File: config.mk
export PLATFORM = sky130hd
export DESIGN_NAME = pc_unit
export DESIGN_NICKNAME = d
export VERILOG_FILES = /design/src/rtl/pc_unit.sv
export SDC_FILE = /design/constraint.sdc
export NUM_CORES = 1
export LEC_CHECK = 0
export ABC_AREA = 1
export CAP_MARGIN = 20
export CELL_PAD_IN_SITES_DETAIL_PLACEMENT = 1
export CELL_PAD_IN_SITES_GLOBAL_PLACEMENT = 1
export CORE_MARGIN = 8
export CORE_UTILIZATION = 41
export CTS_BUF_LIST = sky130_fd_sc_hd__clkbuf_8
export CTS_CLUSTER_DIAMETER = 60
export DETAILED_ROUTE_END_ITERATION = 8
export DONT_BUFFER_PORTS = 1
export PLACE_DENSITY_LB_ADDON = 0.08
export SETUP_SLACK_MARGIN = 0.1
export SYNTH_ARGS = -nofsm -noshare
export SYNTH_HDL_FRONTEND = slang
export SYNTH_SLANG_ARGS = --single-unit
File: constraint.sdc
create_clock -name clk -period 4.51 [get_ports clk]
set_input_delay 0.451 -clock clk [delete_from_list [all_inputs] [get_ports clk]]
set_output_delay 0.451 -clock clk [all_outputs]
set_load 0.01 [all_outputs]
File: src/rtl/pc_unit.sv
`timescale 1ns/1ps
// -----------------------------------------------------------------------------
// pc_unit
// Program counter for the multicycle RISC-V core. Holds the architectural PC,
// captures the PC of the instruction in flight, and computes the next PC for
// sequential, PC-relative (branch/JAL), register-relative (JALR), trap-entry
// and MRET flows. A misaligned control-transfer target blocks the PC update,
// raises a one-cycle fault pulse and records the offending address.
//
// Parameters:
//   XLEN      datapath / PC width (32 or 64)
//   RESET_VEC PC after reset (must be IALIGN-aligned)
//   IALIGN    32 = base ISA alignment, 16 = compressed instructions allowed
//   STEP      byte increment for sequential fetch
//
// Ports:
//   clk            core clock, rising edge
//   rst            synchronous active-high reset
//   pc_we          commit the selected next-PC this cycle
//   pc_sel         0 SEQ, 1 REL, 2 ABS, 3 TRAP, 4 MRET, 5-7 reserved (no-op)
//   ir_latch       capture current pc into pc_old
//   imm            sign-extended immediate
//   rs1            JALR base register
//   mtvec          trap vector; [1:0] = mode (1 vectored, else direct)
//   mepc           exception return address
//   trap_cause     cause code used for vectored entry
//   trap_irq       trap is an interrupt
//   pc             architectural PC (registered)
//   pc_old         PC of the instruction being executed (registered)
//   pc_plus        pc_old + STEP (combinational, link value)
//   misalign_fault one-cycle pulse on a blocked misaligned transfer
//   fault_addr     last misaligned target (registered)
// -----------------------------------------------------------------------------
module pc_unit #(
  parameter int unsigned     XLEN      = 32,
  parameter logic [XLEN-1:0] RESET_VEC = '0,
  parameter int unsigned     IALIGN    = 32,
  parameter int unsigned     STEP      = 4
) (
  input  logic            clk,
  input  logic            rst,
  input  logic            pc_we,
  input  logic [2:0]      pc_sel,
  input  logic            ir_latch,
  input  logic [XLEN-1:0] imm,
  input  logic [XLEN-1:0] rs1,
  input  logic [XLEN-1:0] mtvec,
  input  logic [XLEN-1:0] mepc,
  input  logic [4:0]      trap_cause,
  input  logic            trap_irq,
  output logic [XLEN-1:0] pc,
  output logic [XLEN-1:0] pc_old,
  output logic [XLEN-1:0] pc_plus,
  output logic            misalign_fault,
  output logic [XLEN-1:0] fault_addr
);

  localparam logic [2:0] SEL_SEQ  = 3'd0;
  localparam logic [2:0] SEL_REL  = 3'd1;
  localparam logic [2:0] SEL_ABS  = 3'd2;
  localparam logic [2:0] SEL_TRAP = 3'd3;
  localparam logic [2:0] SEL_MRET = 3'd4;

  localparam logic [XLEN-1:0] STEP_W = XLEN'(STEP);

  // Misalignment relative to the configured instruction alignment.
  function automatic logic is_misaligned(input logic [XLEN-1:0] addr);
    logic mis;
    if (IALIGN == 16) begin
      mis = addr[0];
    end else begin
      mis = |addr[1:0];
    end
    return mis;
  endfunction

  logic [XLEN-1:0] pc_r;
  logic [XLEN-1:0] pc_old_r;
  logic            fault_r;
  logic [XLEN-1:0] fault_addr_r;

  logic [XLEN-1:0] seq_tgt_s;
  logic [XLEN-1:0] rel_tgt_s;
  logic [XLEN-1:0] abs_sum_s;
  logic [XLEN-1:0] abs_tgt_s;
  logic [XLEN-1:0] trap_base_s;
  logic [XLEN-1:0] trap_off_s;
  logic            trap_vec_s;
  logic [XLEN-1:0] trap_tgt_s;
  logic [XLEN-1:0] mret_tgt_s;

  logic [XLEN-1:0] tgt_s;
  logic            chk_s;
  logic            valid_s;
  logic            mis_s;
  logic [XLEN-1:0] pc_nxt_s;
  logic            fault_nxt_s;
  logic [XLEN-1:0] fault_addr_nxt_s;

  // Candidate targets; all adds wrap modulo 2^XLEN.
  assign seq_tgt_s   = pc_r + STEP_W;
  assign rel_tgt_s   = pc_old_r + imm;
  assign abs_sum_s   = rs1 + imm;
  assign abs_tgt_s   = {abs_sum_s[XLEN-1:1], 1'b0};
  assign trap_base_s = {mtvec[XLEN-1:2], 2'b00};
  assign trap_off_s  = {{(XLEN-7){1'b0}}, trap_cause, 2'b00};
  // Only mode 1 with an interrupt vectors; modes 2/3 behave as direct.
  assign trap_vec_s  = (mtvec[1:0] == 2'b01) && trap_irq;
  assign trap_tgt_s  = trap_vec_s ? (trap_base_s + trap_off_s) : trap_base_s;
  assign mret_tgt_s  = {mepc[XLEN-1:1], 1'b0};

  // Select the target and whether it is subject to the alignment check.
  always_comb begin
    tgt_s   = pc_r;
    chk_s   = 1'b0;
    valid_s = 1'b0;
    case (pc_sel)
      SEL_SEQ:  begin tgt_s = seq_tgt_s;  chk_s = 1'b0; valid_s = 1'b1; end
      SEL_REL:  begin tgt_s = rel_tgt_s;  chk_s = 1'b1; valid_s = 1'b1; end
      SEL_ABS:  begin tgt_s = abs_tgt_s;  chk_s = 1'b1; valid_s = 1'b1; end
      SEL_TRAP: begin tgt_s = trap_tgt_s; chk_s = 1'b0; valid_s = 1'b1; end
      SEL_MRET: begin tgt_s = mret_tgt_s; chk_s = 1'b1; valid_s = 1'b1; end
      default:  begin tgt_s = pc_r;       chk_s = 1'b0; valid_s = 1'b0; end
    endcase
  end

  assign mis_s = chk_s && is_misaligned(tgt_s);

  // Next-state for pc and the fault outputs; the fault pulse clears by default.
  always_comb begin
    pc_nxt_s         = pc_r;
    fault_nxt_s      = 1'b0;
    fault_addr_nxt_s = fault_addr_r;
    if (pc_we && valid_s) begin
      if (mis_s) begin
        fault_nxt_s      = 1'b1;
        fault_addr_nxt_s = tgt_s;
      end else begin
        pc_nxt_s = tgt_s;
      end
    end else begin
      pc_nxt_s = pc_r;
    end
  end

  // State registers; reset has priority over every update.
  always_ff @(posedge clk) begin
    if (rst) begin
      pc_r         <= RESET_VEC;
      pc_old_r     <= RESET_VEC;
      fault_r      <= 1'b0;
      fault_addr_r <= '0;
    end else begin
      pc_r         <= pc_nxt_s;
      fault_r      <= fault_nxt_s;
      fault_addr_r <= fault_addr_nxt_s;
      // pc_old takes the pre-update pc even when pc_we fires on the same edge.
      if (ir_latch) begin
        pc_old_r <= pc_r;
      end else begin
        pc_old_r <= pc_old_r;
      end
    end
  end

  assign pc             = pc_r;
  assign pc_old         = pc_old_r;
  assign pc_plus        = pc_old_r + STEP_W;
  assign misalign_fault = fault_r;
  assign fault_addr     = fault_addr_r;

endmodule

==> flow_summary.json <==
{
  "critical_path.startpoint": "pc_old[2]",
  "ys_ff_latch": 97,
  "worstSetupPathDepth": 10,
  "worstPathArrival_ns": 3.05,
  "hpwlAfterDp_um": 46110,
  "async_reset_ff_share_pct": 0,
  "yosysWarnings": 0,
  "grt_pass1_vias": 13559,
  "final_core_util_pct": 43.42,
  "max_cap_viol_count": 0,
  "grt_max_degree": 62,
  "dpl_cell_area_mm2": 0.01185,
  "path_delay_family": "simple AND/OR/NAND/NOR gates",
  "regToRegSetupSlack_ns": 1.43,
  "post_drt_via_cell_ratio": 5.526,
  "clock_skew_ns": 0.01604,
  "critical_path.endpoint_type": "output port",
  "rr_worst_depth": 12,
  "worst-slew-pin-transition_ns": 0.8990,
  "synth.net_count": 2362,
  "post_cts_resize_count": 0,
  "drtIter0Drc": 892,
  "max_slew_margin_pct": 39.44,
  "post-route-drc-count": 0,
  "post-route-period-util_pct": 77.72,
  "post_cts_buffers": 0,
  "hold_viol": 0,
  "gp_congestion": 0.9971,
  "ioPinCount": 270,
  "cp_slowest_stage_delay_ns": 0.51,
  "ir_drop_v": 0.0001473,
  "final_nets": 2330,
  "cp_cell_sequence": "ha_1 -> nand3_1 -> nor2_2 -> nand4_2 -> nor2_2 -> nand4_1 -> nor2_2 -> nand2_1 -> nor2_1 -> xor2_1",
  "area_growth_pct": 4.081,
  "grt_pass1_wl_um": 81500,
  "final_cell_area_mm2": 0.01206,
  "rsz0062_at_grt": "false",
  "timing.final.ws_setup_ns": 1.005,
  "drv_slew": 0,
  "dp_slack_ns": 1.404,
  "cp_data_required_time_ns": 4.06,
  "max_freq_mhz": 285.3,
  "clock_path_buffers": 2,
  "netlist_top_cells_area": "nand2_1, dfxtp_1, inv_1",
  "wl_per_cell_um": 21.69,
  "synth_common_cells": "nand2_1, inv_1, nor2_1",
  "start_util_pct": 41.71,
  "die_height_um": 184.1,
  "routed_wirelength_um": 54280,
  "path_class": "flop to output port",
  "cpMostUsedCell": "nor2_2",
  "htreeDepth": 3,
  "num_rows": 61,
  "crit_buf_inv": 0,
  "yosysTopAreaCell": "nand2_1",
  "first_pass_iters": 5,
  "cts_tree": "built",
  "io_buffers": 0,
  "cts.sinks": 97,
  "drive_gt1_share_pct": 3.109,
  "synth.avg_cell_area_um2": 5.390,
  "p_leak_nw": 6.352,
  "ys_types": 44,
  "numCtsBuffers": 9,
  "clock_latency_ns": 0.39,
  "postRouteAntennaNets": 0,
  "critPathCapture": "pc_plus[26]",
  "status": "completed",
  "ys_seq_area_share_pct": 16.76,
  "ys.flop_type": "dfxtp_1",
  "hold_buffers": 0,
  "p_per_area_mw_per_mm2": 226.5,
  "hp-class": "primary input to flop",
  "cts_root_buffer": "clkbuf_8",
  "min_period_ns": 3.505,
  "antenna_found_initial": 2,
  "crit_path_max_fanout": 5,
  "setup_viol": 0,
  "rr_startpoint": "pc_old[0]",
  "yosysMostFrequentCell": "nand2_1",
  "coreArea_mm2": 0.02778,
  "synth_edf_count": 0,
  "clk_pin_slew_worst_paths_ns": 0.11,
  "fillers": 4146,
  "r2r-end": "pc[28]",
  "grt_remaining_overflow": 0,
  "worstSetupStartpointType": "flop",
  "final.setup.tns_ns": 0,
  "whs_ns": 0.1215,
  "dr_total_vias": 13831,
  "netlist.area_leader.share_pct": 23.68,
  "synthCells": 2150,
  "die_area_mm2": 0.03390,
  "cpMaxStageDelayCell": "dfxtp_1",
  "synth_area_mm2": 0.01159,
  "die_w_um": 184.1,
  "grt_use_total_pct": 31.17
}
## layout by cell type (no fill, tap or decap), types with 3 or more instances in the layout
master,instances
nor2_1,202
clkbuf_8,9
o211ai_1,3
o21ai_1,32
buf_4,6
fa_1,3
nor2_4,4
or2_2,14
dfxtp_1,97
o21ai_0,100
nand3_1,182
and3_1,3
xnor2_1,16
nand3b_1,18
a21o_1,3
nor3_1,16
ha_1,68
nand4_1,38
o21bai_1,7
nor2_2,10
a21oi_1,164
nand2_1,731
inv_2,6
and2_1,3
xor2_1,20
inv_1,337
## report_power, final
part	total [mW]	switching (mW)	leakage [nW]	internal [mW]
combinational	1.04	0.725	5.45	0.317
clock	0.624	0.358	0.102	0.267
sequential	1.07	0.151	0.796	0.915
total	2.73	1.23	6.35	1.50
## state kept, by name, indices dropped and copies added (netlist names)
signal	count
pc	32
fault_addr	32
misalign_fault	1
pc_old	32
## worst reg2reg max path: cells and delay by family (launching register included)
family                     cells  cell delay [ns]
DFF                            1             0.49
AOI/OAI and AO/OA              2             0.37
adders and majority gates      2             0.72
buffers and inverters          3             0.69
and+or+nand+nor                5             0.73
## metal layers
metal	GRT usage, %	vias up	wire length [um]
li1	-	6773	-
met1	39.86	6502	23330
met2	52.37	491	24840
met3	6.104	63	4513
met4	9.067	2	1580
met5	0	-	13
## cell families (layout without fill, tap and decap cells)
| kind of cell | after synthesis | after routing | synth area share [%] |
|---|---|---|---|
| AOI/OAI and AO/OA | 321 | 321 | 14.39 |
| xor gates and xnor gates | 36 | 36 | 2.721 |
| adders and majority gates | 71 | 71 | 7.860 |
| buffers and inverters | 393 | 366 | 13.37 |
| DFF | 97 | 97 | 16.76 |
| other | 0 | 2 | 0 |
| and+or+nand+nor | 1232 | 1232 | 44.90 |
## area by class of cell
type / count / area, um^2 / area share (%)
Clock buffer: 9 / 123.9 / 1.027
Multi-Input combinational cell: 1660 / 8098 / 67.14
Inverter: 344 / 1291 / 10.71
Sequential cell: 97 / 1942 / 16.10
Timing Repair Buffer: 6 / 45.04 / 0.3734
Tap cell: 378 / 473.0 / 3.921
Clock inverter: 7 / 83.83 / 0.6950
Antenna cell: 2 / 5.005 / 0.04149
## stage by stage
stage                     power [mW]  instances
after floorplan                1.775       2150
after global placement         2.082       2485
after detailed placement       2.112       2485
after CTS                      2.731       2501
after global routing           2.908       2502
final                          2.732       2503
## worst min path at each step
stage,slack [ns],cells after the start,end,startpoint
6_report,0.12,1,misalign_fault,rst
5_1_grt,0.11,1,misalign_fault,rst
3_3_place_gp,0.53,1,misalign_fault,rst
4_1_cts,0.12,1,misalign_fault,rst
3_5_place_dp,0.53,1,misalign_fault,rst
2_1_floorplan,0.51,2,pc[0],pc[0]
Power figures use the tool's default switching activity.
